### config.mk
export PLATFORM = sky130hd
export DESIGN_NAME = conv_sched_flat
export DESIGN_NICKNAME = d
export VERILOG_FILES = /design/src/rtl/conv_sched_pkg.sv /design/src/rtl/conv_sched_if.sv /design/src/rtl/conv_sched_cnt.sv /design/src/rtl/conv_sched.sv /design/src/flat_wrapper.sv
export SDC_FILE = /design/constraint.sdc
export NUM_CORES = 1
export LEC_CHECK = 0
export ABC_AREA = 1
export BUFFER_PORTS_ARGS = -buffer_cell sky130_fd_sc_hd__clkbuf_2
export CAP_MARGIN = 20
export CORE_AREA = 4 4 58 60
export DETAILED_ROUTE_END_ITERATION = 6
export DIE_AREA = 0 0 62 64
export REMOVE_ABC_BUFFERS = 1
export SYNTH_ARGS = -nofsm -noshare
export SYNTH_HDL_FRONTEND = slang
export SYNTH_SLANG_ARGS = --single-unit
### constraint.sdc
create_clock -name clk -period 1.5 [get_ports clk]
set_input_delay 0.15 -clock clk [delete_from_list [all_inputs] [get_ports clk]]
set_output_delay 0.15 -clock clk [all_outputs]
set_load 0.01 [all_outputs]
### src/rtl/conv_sched_pkg.sv
// conv_sched_pkg: shared state enum, geometry derivations and index widths
package conv_sched_pkg;
  localparam int ROW_W = 6;
  localparam int IDX_W = 7;

  typedef enum logic [2:0] {S_IDLE, S_CLEAR, S_RUN, S_WRITE, S_DONE} state_t;

  function automatic int calc_oh(input int h, input int f);
    return h - f + 1;
  endfunction

  function automatic int calc_ow(input int w, input int f);
    return w - f + 1;
  endfunction

  function automatic int calc_nu(input int w, input int f);
    return calc_ow(w, f) / 2;
  endfunction

  function automatic int calc_run_len(input int d, input int f);
    return d * f * f + 2;
  endfunction
endpackage

### src/rtl/conv_sched_if.sv
// conv_sched_if: control and half-row handshake between scheduler and datapath
interface conv_sched_if;
  import conv_sched_pkg::*;
  logic             start;
  logic             abort;
  logic             out_ready;
  logic [ROW_W-1:0] row_number;
  logic [ROW_W-1:0] column;
  logic             cu_clear;
  logic             out_valid;
  logic [IDX_W-1:0] out_idx;
  logic             busy;
  logic             done;

  modport master (
    output start, abort, out_ready,
    input  row_number, column, cu_clear, out_valid, out_idx, busy, done
  );

  modport slave (
    input  start, abort, out_ready,
    output row_number, column, cu_clear, out_valid, out_idx, busy, done
  );
endinterface

### src/rtl/conv_sched_cnt.sv
// conv_sched_cnt: run-phase cycle counter with synchronous load-to-zero and terminal flag
module conv_sched_cnt #(
  parameter int RUN_LEN = 27,
  parameter int CW      = $clog2(RUN_LEN + 1)
) (
  input  logic clk,
  input  logic reset,
  input  logic load,
  input  logic inc,
  output logic term
);
  localparam logic [CW-1:0] LAST = CW'(RUN_LEN - 1);

  logic [CW-1:0] r_cnt;

  // Count accumulation cycles; any non-run cycle parks the counter at zero
  always_ff @(posedge clk or negedge reset)
    if (!reset) r_cnt <= '0;
    else if (load) r_cnt <= '0;
    else if (inc) r_cnt <= r_cnt + 1'b1;

  assign term = r_cnt == LAST;
endmodule

### src/rtl/conv_sched.sv
// conv_sched: sequences conv units over output half-rows (clear, accumulate, write)
module conv_sched
  import conv_sched_pkg::*;
#(
  parameter int DATA_WIDTH = 16,
  parameter int D          = 1,
  parameter int H          = 32,
  parameter int W          = 32,
  parameter int F          = 5
) (
  input  logic         clk,
  input  logic         reset,
  conv_sched_if.slave  bus
);
  localparam int OH      = calc_oh(H, F);
  localparam int OW      = calc_ow(W, F);
  localparam int NU      = calc_nu(W, F);
  localparam int RUN_LEN = calc_run_len(D, F);
  localparam logic [ROW_W-1:0] NU_COL   = ROW_W'(NU);
  localparam logic [ROW_W-1:0] ROW_LAST = ROW_W'(OH - 1);

  if (DATA_WIDTH < 1 || OW % 2 != 0 || OH > 64 || 2 * OH > 128) begin : g_bad_geom
    $error("conv_sched: unsupported geometry");
  end

  state_t           r_state;
  logic [ROW_W-1:0] r_row;
  logic [ROW_W-1:0] r_col;
  logic             r_cu_clear;
  logic             r_out_valid;
  logic             r_busy;
  logic             r_done;
  logic             w_load;
  logic             w_term;

  assign w_load = (r_state != S_RUN) || bus.abort;

  conv_sched_cnt #(.RUN_LEN(RUN_LEN)) u_cnt (
    .clk   (clk),
    .reset (reset),
    .load  (w_load),
    .inc   (r_state == S_RUN),
    .term  (w_term)
  );

  // Scheduler FSM; all outputs registered alongside the state they belong to
  always_ff @(posedge clk or negedge reset)
    if (!reset) begin
      r_state     <= S_IDLE;
      r_row       <= '0;
      r_col       <= '0;
      r_cu_clear  <= 1'b1;
      r_out_valid <= 1'b0;
      r_busy      <= 1'b0;
      r_done      <= 1'b0;
    end else if (bus.abort && r_state != S_IDLE) begin
      r_state     <= S_IDLE;
      r_row       <= '0;
      r_col       <= '0;
      r_cu_clear  <= 1'b1;
      r_out_valid <= 1'b0;
      r_busy      <= 1'b0;
      r_done      <= 1'b0;
    end else begin
      case (r_state)
        S_IDLE: begin
          r_cu_clear <= bus.start;
          r_busy     <= bus.start;
          r_state    <= bus.start ? S_CLEAR : S_IDLE;
        end
        S_CLEAR: begin
          r_cu_clear <= 1'b0;
          r_state    <= S_RUN;
        end
        S_RUN: begin
          r_out_valid <= w_term;
          r_state     <= w_term ? S_WRITE : S_RUN;
        end
        S_WRITE: if (bus.out_ready) begin
          r_out_valid <= 1'b0;
          r_cu_clear  <= 1'b1;
          if (r_col == '0) begin
            r_col   <= NU_COL;
            r_state <= S_CLEAR;
          end else if (r_row < ROW_LAST) begin
            r_row   <= r_row + 1'b1;
            r_col   <= '0;
            r_state <= S_CLEAR;
          end else begin
            r_done  <= 1'b1;
            r_state <= S_DONE;
          end
        end
        S_DONE: begin
          r_done     <= 1'b0;
          r_cu_clear <= 1'b0;
          r_busy     <= 1'b0;
          r_row      <= '0;
          r_col      <= '0;
          r_state    <= S_IDLE;
        end
        default: r_state <= S_IDLE;
      endcase
    end

  assign bus.row_number = r_row;
  assign bus.column     = r_col;
  assign bus.cu_clear   = r_cu_clear;
  assign bus.out_valid  = r_out_valid;
  assign bus.out_idx    = {r_row, r_col != '0};
  assign bus.busy       = r_busy;
  assign bus.done       = r_done;
endmodule

### src/flat_wrapper.sv
// flat-port wrapper written by rule: the top's interface ports become plain ports
module conv_sched_flat import conv_sched_pkg::*;
#(
  parameter int DATA_WIDTH = 16,
  parameter int D          = 1,
  parameter int H          = 32,
  parameter int W          = 32,
  parameter int F          = 5
)
  (clk, reset, bus_start, bus_abort, bus_out_ready, bus_row_number, bus_column, bus_cu_clear, bus_out_valid, bus_out_idx, bus_busy, bus_done);
  conv_sched_if bus_i ();
  input  logic clk;
  input  logic reset;
  input wire logic [$bits(bus_i.start)-1:0] bus_start;
  input wire logic [$bits(bus_i.abort)-1:0] bus_abort;
  input wire logic [$bits(bus_i.out_ready)-1:0] bus_out_ready;
  output wire logic [$bits(bus_i.row_number)-1:0] bus_row_number;
  output wire logic [$bits(bus_i.column)-1:0] bus_column;
  output wire logic [$bits(bus_i.cu_clear)-1:0] bus_cu_clear;
  output wire logic [$bits(bus_i.out_valid)-1:0] bus_out_valid;
  output wire logic [$bits(bus_i.out_idx)-1:0] bus_out_idx;
  output wire logic [$bits(bus_i.busy)-1:0] bus_busy;
  output wire logic [$bits(bus_i.done)-1:0] bus_done;
  assign bus_i.start = bus_start;
  assign bus_i.abort = bus_abort;
  assign bus_i.out_ready = bus_out_ready;
  assign bus_row_number = bus_i.row_number;
  assign bus_column = bus_i.column;
  assign bus_cu_clear = bus_i.cu_clear;
  assign bus_out_valid = bus_i.out_valid;
  assign bus_out_idx = bus_i.out_idx;
  assign bus_busy = bus_i.busy;
  assign bus_done = bus_i.done;
  conv_sched #(.DATA_WIDTH(DATA_WIDTH), .D(D), .H(H), .W(W), .F(F)) u_core (.clk(clk), .reset(reset), .bus(bus_i));
endmodule
==> flow_metrics.tcl, run 1 <==
set metrics [dict create \
    critPathSlowestCell "dfrtp_1" \
    viasPerCell 5.00 \
    outcome "finished, final reports clean" \
    drv_cap 0 \
    num_vias 1059 \
    pwr-share-comb_pct 52.0 \
    arrival_ns 1.65 \
    p_leak_nw 0.743 \
    end_kind "flip-flop" \
    yosysWarnings 0 \
    place_congestion 0.952 \
    finClkSkew_ns 0.00244 \
    num-nets-final 188 \
    cp_max_fo 6 \
    pin_count 28 \
    antenna_found_initial 0 \
    htree_levels 1 \
    whs_ns 0.126 \
    overflow 0 \
    grt_pass1_wl_mm 4.17 \
    cp_top_family "simple AND/OR/NAND/NOR gates" \
    start_util_pct 40.2 \
    core_sq_um 2930 \
    dp_hpwl_mm 1.98 \
    syn2layout_area_growth_pct 14.0 \
    p_switching_mw 1.03 \
    drc 0 \
    ir_drop_mv 0.942 \
    path_buf_inv 1 \
    io_buffers 24 \
    cts.sinks 19 \
    slew_violations 0 \
    grt_pass1_vias 989 \
    place_area_sq_um 1270 \
    postSynthAreaPerCell_sq_um 7.50 \
    cts_root_buffer "clkbuf_4" \
    n_antenna_cell 0 \
    die_y_um 64 \
    syn-cell-area_sq_um 1180 \
    cts_buffer_depth 2 \
    globalRouteTotalUtil_pct 13.8 \
    powerDensity_nw_per_um2 1650 \
    cts_buffers 3 \
    ant_nets 0 \
    crit_path_cell_trace "ha_2 -> inv_1 -> nand2_1 -> nand2_2 -> nand2_2 -> nand2_2 -> nand2_4 -> nor2_4 -> nand2_1 -> nand2_1" \
    grt_max_degree 20 \
    postRouteWirelength_mm 2.55 \
    synthDistinctLibCells 23 \
    worstPathRequired_ns 1.75 \
    dp_cells 206 \
    max_freq_ghz 0.714 \
    intPower_mw 1.19 \
    p_total_mw 2.22 \
    clockPowerShare_pct 11.7 \
    min_path_type "input port to flip-flop" \
    ys_seq_area_share_pct 40.5 \
    hold_violations 0 \
    drtPass1Iterations 4 \
    p_seq_share_pct 36.2 \
    die_w_um 62 \
    fin_crit_sh_pct 93.4 \
    drt_iter0_drc 46 \
    setup_viol 0 \
    routedWlPerCell_um 12.0 \
    period_minus_slack_ns 1.40 \
    crit_path_start_kind "flip-flop" \
    die_area_sq_um 3970 \
    fin_area_sq_um 1340 \
    synth-seq-cells 19 \
    timing_worst_setup_path_type "flip-flop to flip-flop" \
    cts_tree "done" \
    clock_latency_ns 0.30 \
    num_rows 20 \
    drive_above_1_share_pct 30.7 \
    synthCells 157 \
    path_clk_slew_ns 0.11 \
    switching_share_pct 46.5 \
    slowest_delay_ns 0.40 \
    fin_cells 212 \
]
-- logic make-up (layout without fill, tap and decap cells) --
logic type | Yosys count | in the layout | synth area share (%)
xor gates and xnor gates | 2 | 2 | 1.49
buffers and inverters | 31 | 51 | 13.7
AOI/OAI and AO/OA | 15 | 15 | 6.80
adders and majority gates | 3 | 3 | 3.19
other | 1 | 3 | 0.319
and+or+nand+nor | 86 | 86 | 34.0
DFF | 19 | 19 | 40.5
-- Yosys cell counts, drive strengths merged --
cell type | instances | area [sq um]
a21oi | 2 | 10.0
buf | 12 | 90.1
conb | 1 | 3.75
dfrtp | 18 | 450
dfstp | 1 | 26.3
ha | 3 | 37.5
inv | 19 | 71.3
nand2 | 51 | 224
nand3 | 13 | 70.1
nand4 | 1 | 6.26
nor2 | 19 | 88.8
nor3 | 1 | 5.00
nor4 | 1 | 6.26
o21a | 1 | 7.51
o21ai | 11 | 55.1
o21bai | 1 | 7.51
xor2 | 2 | 17.5
-- metrics by stage --
| step | util, % | worst slack, ns | TNS, ns |
|---|---|---|---|
| 2_1_floorplan | - | 0.0723 | 0 |
| 3_3_place_gp | 43.4 | 0.0682 | 0 |
| 3_5_place_dp | 43.4 | 0.0111 | 0 |
| 4_1_cts | 44.7 | 0.0309 | 0 |
| 5_1_grt | 45.9 | -0.0306 | -0.0693 |
| 6_report | 45.9 | 0.0990 | 0 |
-- placed cells by master, fill, tap and decap left out, drive strengths merged --
cell type	synthesis	layout
o21a	1	1
nand3	13	13
o21ai	11	11
inv	19	19
dfstp	1	1
nor4	1	1
a21oi	2	2
clkbuf	0	27
ha	3	3
xor2	2	2
nor2	19	19
clkinv	0	1
dlygate4sd3	0	1
buf	12	3
o21bai	1	1
nor3	1	1
nand4	1	1
dfrtp	18	18
conb	1	3
nand2	51	51
-- worst paths after layout --
kind	to	cells after the start	slack [ns]	start
setup / recovery	u_core.bus.row_number[3]	10	0.1	u_core.bus.row_number[1]
hold / removal	u_core.r_state[2]	3	0.13	bus_out_ready
setup reg to reg	u_core.bus.row_number[3]	10	0.1	u_core.bus.row_number[1]
hold reg to reg	u_core.u_cnt.r_cnt[0]	1	0.49	u_core.u_cnt.r_cnt[0]
max in group asynchronous	u_core.r_state[2]	2	0.81	reset
min in group asynchronous	u_core.bus.row_number[4]	2	0.33	reset
-- worst min-delay path, stage by stage --
cell,delay (ns)
clkbuf_2,0.08
inv_1,0.10
nor4_1,0.07
-- routing by layer --
layer  routed length, um  GRT usage, %
met4                  20          4.51
met3                 129          2.83
met5                   0             0
met2                1400          25.0
met1                1000          15.4
-- flip-flops by register name (all words and copies together), names as in the netlist --
name and count:
u_core.bus.row_number 6, u_core.bus.busy 1, u_core.bus.column 1, u_core.u_cnt.r_cnt 5
u_core.r_state 3, u_core.bus.out_valid 1, u_core.bus.cu_clear 1, u_core.bus.done 1
-- power groups by stage --
stage	registers [mW]	logic [mW]	clock network [mW]
after detailed placement	0.802	1.12	0
after floorplan	0.898	0.630	0
final	0.805	1.16	0.261
after global routing	0.828	1.32	0.289
after CTS	0.791	1.13	0.272
after global placement	0.794	1.13	0
-- area by class of cell --
cell class              instances  area [sq um]
clock buffers                   3          22.5
clock inverters                 1          5.00
fillers                       293          1590
inverters                      19          71.3
multi-input cells             109           572
flip-flops and latches         19           478
well taps                      33          41.3
repair buffers                 28           153
-- repair_timing --
| action | in CTS | in global routing |
|---|---|---|
| hold endpoints to repair | 18 | 0 |
| resized for setup | 1 | 10 |
| hold buffers | 1 | 0 |
| endpoints found under the setup margin | 1 | 9 |
| setup buffers | 0 | 1 |
| pin swaps | 0 | 5 |
Note: power is estimated with default switching activity, not from simulation.
==> run 2, diff against run 1 <==
--- a/config.mk
+++ b/config.mk
@@ -8,10 +8,12 @@
 export ABC_AREA = 1
 export BUFFER_PORTS_ARGS = -buffer_cell sky130_fd_sc_hd__clkbuf_2
 export CAP_MARGIN = 20
-export CORE_AREA = 4 4 58 60
+export CORE_AREA = 4 4 60 62
+export CTS_CLUSTER_DIAMETER = 30
 export DETAILED_ROUTE_END_ITERATION = 6
-export DIE_AREA = 0 0 62 64
+export DIE_AREA = 0 0 64 66
 export REMOVE_ABC_BUFFERS = 1
 export SYNTH_ARGS = -nofsm -noshare
 export SYNTH_HDL_FRONTEND = slang
+export SYNTH_HIERARCHICAL = 1
 export SYNTH_SLANG_ARGS = --single-unit
==> flow_metrics.tcl, run 2 <==
set metrics [dict create \
    drc 0 \
    powerDensity_nw_per_um2 1520 \
    finClkSkew_ns 0.00368 \
    path_clk_slew_ns 0.11 \
    synth-edff-count 0 \
    slowest_delay_ns 0.39 \
    drive_above_1_share_pct 29.0 \
    ant_nets 0 \
    finalCoreUtilization_pct 46.6 \
    critPathSlowestCell "dfrtp_1" \
    synth_area_leaders "dfrtp_1, nand2_1, buf_4" \
    max_freq_ghz 0.703 \
    start_util_pct 40.6 \
    crit_path_start_kind "flip-flop" \
    drv_cap 0 \
    cp_max_fo 11 \
    setup_tns_ns 0 \
    syn2layout_area_growth_pct 14.9 \
    cp_top_family "simple AND/OR/NAND/NOR gates" \
    antenna_found_initial 0 \
    die_y_um 66 \
    dr.max_layer_used "met4" \
    htree_levels 1 \
    num-nets-final 195 \
    cts_tree "done" \
    num_vias 1086 \
    ir_drop_mv 0.889 \
    synthDistinctLibCells 26 \
    cts_buffers 3 \
    setup_ws_ns 0.0768 \
    met1_length_mm 1.09 \
    wl_met3_um 121 \
    outcome "finished, final reports clean" \
    final_common_cell "nand2_1" \
    fin_crit_sh_pct 94.9 \
    seq_area_sq_um 478 \
    min_path_type "input port to flip-flop" \
    p_total_mw 2.15 \
    p_leak_nw 0.775 \
    wl_met2_mm 1.30 \
    path_buf_inv 0 \
    grt_pass1_vias 1034 \
    syn-cell-area_sq_um 1230 \
    end_kind "flip-flop" \
    n_antenna_cell 0 \
    die_area_sq_um 4220 \
    drtPass1Iterations 4 \
    post_cts_buffers 0 \
    setup_viol 0 \
    num_rows 20 \
    synthCells 162 \
    cts_root_buffer "clkbuf_4" \
    globalRouteTotalUtil_pct 13.4 \
    cp_common_cell "nand2_1" \
    period_minus_slack_ns 1.42 \
    mostFrequentLayoutCells "nand2_1, clkbuf_2, inv_1" \
    cts_buffer_depth 2 \
    ys_seq_area_share_pct 38.8 \
    place_congestion 0.771 \
    timing_worst_setup_path_type "flip-flop to flip-flop" \
    cts.sinks 19 \
    clock_latency_ns 0.29 \
    grt_max_degree 20 \
    nFillCells 319 \
    synth.largest_area_cell "dfrtp_1" \
    synth-seq-cells 19 \
    drt_iter0_drc 42 \
    postRouteWirelength_mm 2.55 \
    viasPerCell 4.72 \
    arrival_ns 1.61 \
    synth_top_area_share_pct 36.7 \
    dp_hpwl_mm 2.00 \
    core_sq_um 3030 \
    multi_input_area_sq_um 594 \
    largest_reg_flops 6 \
    post-place-ws_ns -0.0184 \
    crit_path_cell_trace "ha_1 -> nor2_2 -> o21bai_4 -> nand2_1 -> nand3_4 -> nand2_1 -> o21ai_1" \
    yosysWarnings 6 \
    synth_flop_cell "dfrtp_1" \
    overflow 0 \
    rsz0062_at_grt "true" \
    routedWlPerCell_um 11.1 \
    worstPathRequired_ns 1.68 \
    io_buffers 24 \
    postSynthAreaPerCell_sq_um 7.58 \
    synth_most_common_cell "nand2_1" \
    ys_async_sr_fraction_pct 100 \
    hold_violations 0 \
    synth_common_cells "nand2_1, inv_1, dfrtp_1, nand3_1, buf_4" \
    slew_violations 0 \
    pin_count 28 \
    die_w_um 64 \
    grt_pass1_wl_mm 4.61 \
]
run 2: final timing paths:
path	slack [ns]	endpoint	cells after the start	from
max in group asynchronous	0.81	u_core/r_state[2]	2	reset
hold / removal	0.14	u_core/bus.busy	3	bus_start
setup / recovery	0.08	u_core/bus.row_number[0]	7	u_core/bus.row_number[0]
hold reg to reg	0.47	u_core/bus.cu_clear	2	u_core/bus.cu_clear
min in group asynchronous	0.33	u_core/u_cnt/r_cnt[4]	2	reset
setup reg to reg	0.08	u_core/bus.row_number[0]	7	u_core/bus.row_number[0]
run 2: power breakdown:
part	total [mW]	switching, mW	leakage (nW)	internal (mW)
logic	1.13	0.698	0.509	0.434
clock network	0.257	0.154	0.0150	0.103
registers	0.763	0.120	0.251	0.643
total	2.15	0.972	0.775	1.18
run 2: routing by layer:
| metal | up-vias | GRT usage [%] |
|---|---|---|
| met5 | - | 0 |
| met4 | 0 | 5.12 |
| met3 | 4 | 2.72 |
| met2 | 22 | 23.1 |
| met1 | 513 | 16.4 |
| li1 | 547 | - |
run 2: timing repair:
item / 4_1_cts / 5_1_grt
hold endpoints to repair: 18 / 0
endpoints found under the setup margin: 5 / 10
hold buffers: 1 / 0
resized for setup: 1 / 8
run 2: stage by stage:
stage	instance area [sq um]	cells	hold WS (ns)
after CTS	1400	230	0.119
after global placement	1360	225	0.136
after global routing	1410	230	0.142
after floorplan	1130	151	-0.146
final	1410	230	0.136
after detailed placement	1360	225	0.147
run 2: cells by family (layout without fill, tap and decap cells):
family / count (synthesis) / in the layout / share of synthesized area [%]
adders and majority gates: 3 / 3 / 3.06
buffers and inverters: 35 / 57 / 15.0
and+or+nand+nor: 90 / 90 / 35.0
DFF: 19 / 19 / 38.8
other: 1 / 3 / 0.305
AOI/OAI and AO/OA: 14 / 14 / 7.84
run 2: worst min-delay path, stage by stage:
cell and delay (ns):
clkbuf_2 0.09, nand3_1 0.10, nand2_1 0.06
run 2: layout make-up:
type	instances	share of cell area (%)
Multi-Input combinational cell	110	42.1
Sequential cell	19	33.9
Timing Repair Buffer	31	12.4
Inverter	22	5.85
Tap cell	44	3.90
Clock buffer	4	1.86
